--- src/rtl/data_memory.sv ---
// Word-organised data RAM for the 16-bit CPU.
// Supports byte and word loads/stores, and a clear sweep that zeroes the array.
// Loads are combinational. Stores and the clear sweep take effect on the rising edge.
module data_memory #(
   parameter int DEPTH  = 256,
   parameter int ADDR_W = 8
) (
   input  logic        clk,
   input  logic        rst,
   input  logic [15:0] ALU_out,
   input  logic [15:0] Write_Data,
   input  logic        Mem_Read,
   input  logic        Mem_Write,
   input  logic        Byte_Op,
   input  logic        Mem_Clear,
   output logic [15:0] Mem_Out,
   output logic        Mem_Busy,
   output logic        Mem_Err
);

   // state | meaning
   // SWEEP | zeroing mem_q[cnt_q] each edge; core is stalled
   // READY | normal load/store service
   typedef enum logic {SWEEP = 1'b0, READY = 1'b1} state_t;

   state_t            state_q, state_d;
   logic [ADDR_W-1:0] cnt_q, cnt_d;
   logic [15:0]       mem_q [DEPTH];

   logic [ADDR_W-1:0] idx;
   logic              out_of_range;
   logic              misaligned;
   logic              fault;
   logic [15:0]       rd_word;

   logic              we_lo;
   logic              we_hi;
   logic [ADDR_W-1:0] widx;
   logic [15:0]       wdata;

   assign idx          = ALU_out[ADDR_W:1];
   assign out_of_range = {16'h0000, ALU_out} >= 32'(2 * DEPTH);
   assign misaligned   = !Byte_Op && ALU_out[0];
   assign rd_word      = mem_q[idx];

   // Busy is a pure decode of the state register, so it has no input-to-output path.
   assign Mem_Busy = (state_q == SWEEP);

   // State register and clear counter. Reset restarts the sweep from word 0.
   always_ff @(posedge clk or posedge rst) begin
      if (rst) begin
         state_q <= SWEEP;
         cnt_q   <= '0;
      end else begin
         state_q <= state_d;
         cnt_q   <= cnt_d;
      end
   end

   // Next-state logic. Clear is only honoured from READY, so a held level cannot extend a sweep.
   always_comb begin
      state_d = state_q;
      cnt_d   = cnt_q;
      case (state_q)
         SWEEP: begin
            cnt_d = cnt_q + ADDR_W'(1);
            if (cnt_q == ADDR_W'(DEPTH - 1)) begin
               state_d = READY;
            end
         end
         READY: begin
            if (Mem_Clear) begin
               state_d = SWEEP;
               cnt_d   = '0;
            end
         end
         default: begin
            state_d = SWEEP;
            cnt_d   = '0;
         end
      endcase
   end

   // Fault detection and the combinational load path.
   always_comb begin
      fault   = 1'b0;
      Mem_Err = 1'b0;
      Mem_Out = 16'h0000;
      if (state_q == READY) begin
         fault   = (Mem_Read || Mem_Write) && (out_of_range || misaligned);
         Mem_Err = fault;
         if (Mem_Read && !fault) begin
            if (!Byte_Op) begin
               Mem_Out = rd_word;
            end else if (ALU_out[0]) begin
               Mem_Out = {8'h00, rd_word[15:8]};
            end else begin
               Mem_Out = {8'h00, rd_word[7:0]};
            end
         end
      end
   end

   // Write port. The sweep and stores share it, and a clear in READY suppresses a same-cycle store.
   always_comb begin
      we_lo = 1'b0;
      we_hi = 1'b0;
      widx  = idx;
      wdata = Write_Data;
      if (state_q == SWEEP) begin
         we_lo = 1'b1;
         we_hi = 1'b1;
         widx  = cnt_q;
         wdata = 16'h0000;
      end else if (Mem_Write && !Mem_Clear && !fault) begin
         if (Byte_Op) begin
            wdata = {Write_Data[7:0], Write_Data[7:0]};
            we_lo = !ALU_out[0];
            we_hi = ALU_out[0];
         end else begin
            we_lo = 1'b1;
            we_hi = 1'b1;
         end
      end
   end

   // Storage array with per-byte-lane write enables. It has no reset because the sweep clears it.
   always_ff @(posedge clk) begin
      if (we_lo) begin
         mem_q[widx][7:0] <= wdata[7:0];
      end
      if (we_hi) begin
         mem_q[widx][15:8] <= wdata[15:8];
      end
   end

endmodule

--- config.mk ---
export PLATFORM = sky130hd
export DESIGN_NAME = data_memory
export DESIGN_NICKNAME = d
export VERILOG_FILES = /design/src/rtl/data_memory.sv
export SDC_FILE = /design/constraint.sdc
export NUM_CORES = 2
export LEC_CHECK = 0
export ABC_AREA = 1
export CAP_MARGIN = 30
export CORE_ASPECT_RATIO = 0.75
export CORE_MARGIN = 3
export CORE_UTILIZATION = 40
export DETAILED_ROUTE_END_ITERATION = 16
export GPL_ROUTABILITY_DRIVEN = 0
export HOLD_SLACK_MARGIN = 0.03
export SYNTH_ARGS = -nofsm -noshare
export SYNTH_HDL_FRONTEND = slang
export SYNTH_SLANG_ARGS = --single-unit
--- constraint.sdc ---
create_clock -name clk -period 12.3 [get_ports clk]
set_input_delay 1.23 -clock clk [delete_from_list [all_inputs] [get_ports clk]]
set_output_delay 1.23 -clock clk [all_outputs]
set_load 0.02 [all_outputs]
Word level (Yosys, flattened, before mapping)
Memory sizes are Yosys's and may differ from the RTL's.
Cells that the tools add are included.
Operators by class
  add/sub/neg operators: 1
  order comparisons: 1
  equality and inequality tests: 2
  muxes and demuxes: 24
  bitwise gates (word level): 1
  reduce and logical (&&, ||, !) cells: 12
Operator list (count)
  two-way mux 16 bit: 6
  two-way mux 8 bit: 3
  >= comparator 16 x 10 -> 1 bit, second input constant: 1
  one-hot mux 8 bit (2 select lines): 1
  two-way mux 1 bit: 13
  adder 8 x 1 -> 8 bit, second input constant: 1
  == test 8 bit, second input constant: 1
  logical AND 1 bit: 5
  zero test 1 bit: 5
  logical OR 1 bit: 2
  inequality test 2 bit, second input constant: 1
  one-hot mux 1 bit (2 select lines): 1
  inverter 1 bit: 1
Word-level totals
  register bits after elaboration: 9
  bits in writable memories: 4096
  input port bits: 38
  output and inout bits: 18
  word-level logic and storage cells: 44
  memories: 1
Memories
  mem_q: depth 256, width 16, rd ports 1, clocked after Yosys merged registers in 0, wr ports 1, line 28  | logic [15:0] mem_q [DEPTH];

Longest topological paths before layout
  depth after elaboration: 11
  depth in mapped cells: 17
  depth with buffers taken out: 13

Worst setup path before layout
OpenSTA, ideal clock, no wires.
  path kind: input-to-reg
  start point: input ALU_out[14]
  end point: memory mem_q[0][10] (data pin)
  library setup time: 1.577 ns
  arrival time: 9.160 ns
  slack: 1.563 ns
  stages: 8
  buffers on the path: 1
  path through: nor4_1 o211ai_1 o21ai_1 o21ai_0 nor2_1 nand2_1 clkbuf_1 a21oi_1
Between the ends
  cells in the longest elaborated chain, start to end: 8
RTL lines
  start, declared: line 10  | input logic [15:0] ALU_out,
  >= comparator 16 x 10 -> 1 bit: line 42  | assign out_of_range = {16'h0000, ALU_out} >= 32'(2 * DEPTH);
  logical OR 1 bit: line 90  | fault = (Mem_Read || Mem_Write) && (out_of_range || misaligned);
  logical AND 1 bit: line 90
  two-way mux 1 bit: line 89  | if (state_q == READY) begin
  zero test 1 bit: line 115  | end else if (Mem_Write && !Mem_Clear && !fault) begin
  logical AND 1 bit: line 115
  two-way mux 16 bit: line 115
  two-way mux 16 bit: line 110  | if (state_q == SWEEP) begin
  net wdata[10]: line 39  | logic [15:0] wdata;
  end, declared: line 28
The timed path passes the listed nets, and every way through them passes these cells.

Worst setup path in the final report
  start point: input ALU_out[2]
  end point: output Mem_Out[0]
Between the ends
  cells in the longest elaborated chain, start to end: 7
RTL lines
  branches (longest 5 deep; another with memory (256 x 16 bit))
  two-way mux 16 bit (*): line 92  | if (Mem_Read && !fault) begin
  two-way mux 16 bit (*): line 89
  end, declared: line 16  | output logic [15:0] Mem_Out,
Every way passes the cells marked *.

==> out/qor.json <==
{
  "maxCapViolations": {"value": 0},
  "end_kind": {"value": "primary output"},
  "fmax": {"value": 0.126, "unit": "GHz"},
  "startpoint_type": {"value": "input pin"},
  "cts.repair.resized": {"value": 0},
  "layout.core_utilization": {"value": 0.444},
  "postRouteAntennaNets": {"value": 0},
  "yosys_warnings": {"value": 0},
  "detailedPlacementHpwl": {"value": 288000, "unit": "um"},
  "tightest_hold_check_type": {"value": "register to register"},
  "grt_setup_unrepaired": {"value": "false"},
  "floorplan.initialDensity": {"value": 0.404},
  "timing.critical_path.arrival": {"value": 6.73, "unit": "ns"},
  "synth_top_area_cell": {"value": "sky130_fd_sc_hd__edfxtp_1"},
  "cts-htree-levels": {"value": 5},
  "clock_tree_from_tritoncts": {"value": "yes"},
  "drt_iter0_drc": {"value": 14820},
  "synthArstFlopShare": {"value": 0.00219},
  "syn_to_final_growth": {"value": 9.85, "unit": "%"},
  "synth.ff_latch_count": {"value": 4105},
  "post-cts-setup-buffers": {"value": 0},
  "power_density": {"value": 160, "unit": "mW/mm^2"},
  "cts_buffers": {"value": 384},
  "synth.distinct_cells": {"value": 28},
  "synthFlopType": {"value": "sky130_fd_sc_hd__edfxtp_1"},
  "hold_ws": {"value": 0.543, "unit": "ns"},
  "grt_max_degree": {"value": 213},
  "hold_violations": {"value": 0},
  "mappedNetlistArea": {"value": 0.169, "unit": "mm^2"},
  "required_time_of_the_critical_path": {"value": 11.07, "unit": "ns"},
  "placement_rows": {"value": 205},
  "number_of_enable_type_register_cells_in_the_synthesized_netlist": {"value": 4096},
  "stdcell_area": {"value": 0.185, "unit": "mm^2"},
  "hold_end": {"value": "cnt_q[4]$_DFFE_PP0P_"},
  "setup_viol": {"value": 0},
  "viasPerCell": {"value": 5.62},
  "slew-limit-headroom": {"value": 0.0976},
  "netlist_instances": {"value": 14292},
  "reg2reg_setup_slack": {"value": 6.84, "unit": "ns"},
  "numPortBuffers": {"value": 55},
  "post_drt_wl_per_cell": {"value": 25.4, "unit": "um"},
  "grt-ovfl-total": {"value": 0},
  "crit_type": {"value": "input pin to primary output"},
  "drt_pre_antenna_iters": {"value": 6},
  "synth.cells.most_frequent": {"value": "sky130_fd_sc_hd__nand2_1, sky130_fd_sc_hd__edfxtp_1, sky130_fd_sc_hd__nand3_1"},
  "timing_worst_slew_pin_value": {"value": 1.35, "unit": "ns"},
  "nets": {"value": 14032},
  "power.static_leakage": {"value": 0.0651, "unit": "uW"},
  "status": {"value": "complete, no violations"},
  "r2r_start": {"value": "state_q$_DFF_PP0_"},
  "num_vias": {"value": 111846},
  "antenna_found_initial": {"value": 27},
  "synthDominantCellAreaShare": {"value": 0.729},
  "synth-seq-area-share": {"value": 0.730},
  "power.ir.vdd_worst": {"value": 0.000130, "unit": "V"},
  "clkSinkCount": {"value": 4105},
  "rr_worst_depth": {"value": 10},
  "cts_max_path_buffers": {"value": 4},
  "root_buffer_cell": {"value": "sky130_fd_sc_hd__clkbuf_16"},
  "core_area": {"value": 0.418, "unit": "mm^2"},
  "drive_gt1_frac": {"value": 0.0580},
  "post_cts_hold_buffer_count": {"value": 0},
  "synth.most_common_cell": {"value": "sky130_fd_sc_hd__nand2_1"},
  "timing.final.crit_share": {"value": 0.648},
  "worstReg2RegEnd": {"value": "mem_q[51][11]$_DFFE_PP_"},
  "clkSlewWorstSetupHoldPaths": {"value": 0.06, "unit": "ns"},
  "synth_fp_nets": {"value": 14331},
  "detailed_place.area": {"value": 0.173, "unit": "mm^2"},
  "die-width": {"value": 756, "unit": "um"},
  "post_synth.cell_area_avg": {"value": 11.8, "unit": "um^2"},
  "drt_drc_violations_left": {"value": 0},
  "timing.final.max_slew_violations": {"value": 0},
  "fin_skew": {"value": 0.0649, "unit": "ns"},
  "critical_path.max_fanout": {"value": 153},
  "io-pin-count": {"value": 56},
  "finalWorstPathRequiredPeriod": {"value": 7.96, "unit": "ns"},
  "die-area": {"value": 0.430, "unit": "mm^2"},
  "first_global_vias": {"value": 101391},
  "worstHoldPathCells": {"value": 2},
  "hold_path_startpoint": {"value": "cnt_q[4]$_DFFE_PP0P_"},
  "tns": {"value": 0, "unit": "ns"},
  "groute.usage.overall": {"value": 0.227},
  "detail_route.wirelength": {"value": 505000, "unit": "um"},
  "post_synth_main_area_contributors": {"value": "sky130_fd_sc_hd__edfxtp_1, sky130_fd_sc_hd__nand3_1, sky130_fd_sc_hd__nand2_1, sky130_fd_sc_hd__buf_2, sky130_fd_sc_hd__nor2_1"},
  "clock_latency": {"value": 0.96, "unit": "ns"},
  "grt_pass1_wl": {"value": 730000, "unit": "um"},
  "die_height": {"value": 569, "unit": "um"}
}
-- metrics by stage --
| step | std cells | power [uW] | worst slack [ns] |
|---|---|---|---|
| after detailed placement | 19158 | 18200 | 4.61 |
| after floorplan | 14292 | 17200 | 1.56 |
| final | 19905 | 29700 | 4.34 |
| after global routing | 19879 | 30400 | 4.28 |
| after CTS | 19838 | 29700 | 4.60 |
| after global placement | 19122 | 18200 | 4.53 |
-- layout by cell type (no fill, tap or decap), types with 35 or more instances in the layout --
cell                                 n
sky130_fd_sc_hd__nor2_1            553
sky130_fd_sc_hd__nand2_1          4469
sky130_fd_sc_hd__inv_1              35
sky130_fd_sc_hd__clkbuf_16         388
sky130_fd_sc_hd__clkinv_2           60
sky130_fd_sc_hd__clkinv_1           87
sky130_fd_sc_hd__clkbuf_1           79
sky130_fd_sc_hd__clkdlybuf4s50_1    48
sky130_fd_sc_hd__buf_4             197
sky130_fd_sc_hd__nand3_1          4044
sky130_fd_sc_hd__buf_12             37
sky130_fd_sc_hd__edfxtp_1         4096
-- sequential cells by signal, indices dropped and copies added, names as in the netlist --
name	count
cnt_q	8
state_q	1
mem_q	4096
-- power breakdown --
group	internal (uW)	switching (uW)	total, uW	leakage [uW]
Clock	6400	5300	11700	0.00581
Combinational	496	1900	2400	0.0212
Sequential	15500	57.0	15600	0.0381
-- per-layer routing --
layer	track usage	part of all wire	vias to the layer above
met5	0	0.000046	-
met4	0.0742	0.033	4
met3	0.0526	0.11	787
met2	0.327	0.43	5936
met1	0.339	0.43	55057
li1	-	-	50062
-- critical path, stage by stage --
cell and delay (ns):
sky130_fd_sc_hd__buf_8 0.44, sky130_fd_sc_hd__inv_8 0.33, sky130_fd_sc_hd__buf_12 0.35, sky130_fd_sc_hd__buf_4 0.61, sky130_fd_sc_hd__nand3_1 0.23, sky130_fd_sc_hd__nand3_1 0.12, sky130_fd_sc_hd__nand3_1 0.12, sky130_fd_sc_hd__nand3_1 0.12
sky130_fd_sc_hd__nand3_1 0.56, sky130_fd_sc_hd__nand3_1 0.46, sky130_fd_sc_hd__nand2_1 0.25, sky130_fd_sc_hd__nand2_1 0.07, sky130_fd_sc_hd__nand3_1 0.09, sky130_fd_sc_hd__nand2_1 0.07, sky130_fd_sc_hd__nor2_1 0.37, sky130_fd_sc_hd__clkdlybuf4s50_1 0.70
-- kinds of logic (layout without fill, tap and decap cells) --
kind of cell	Yosys count	count (layout)	share of synthesized area
simple gates	9092	9092	0.233
compound gates	46	46	0.00144
buf+inv	1047	1042	0.0354
mux	1	1	0.0000667
other cells	0	29	0
fa+ha+maj	1	1	0.0000741
flops	4105	4105	0.730
-- layout make-up --
class	instances	area [um^2]
fill	37722	232000
antenna	29	72.6
clock inverter	213	1910
sequential	4105	123000
inverter	49	307
timing repair buffer	313	3160
clock buffer	467	10000
tap	5589	6990
multi-input combinational	9140	39700
-- how the worst max path moves through the flow --
stage,startpoint,end,slack (ns),cells after the start
2_1_floorplan,ALU_out[14],mem_q[0][10]$_DFFE_PP_,1.56,8
3_3_place_gp,ALU_out[1],Mem_Out[0],4.53,17
3_5_place_dp,ALU_out[1],Mem_Out[0],4.61,17
4_1_cts,ALU_out[1],Mem_Out[0],4.60,17
5_1_grt,ALU_out[1],Mem_Out[0],4.28,17
6_report,ALU_out[2],Mem_Out[0],4.34,16
No activity file was read; power rests on OpenSTA's default activity.
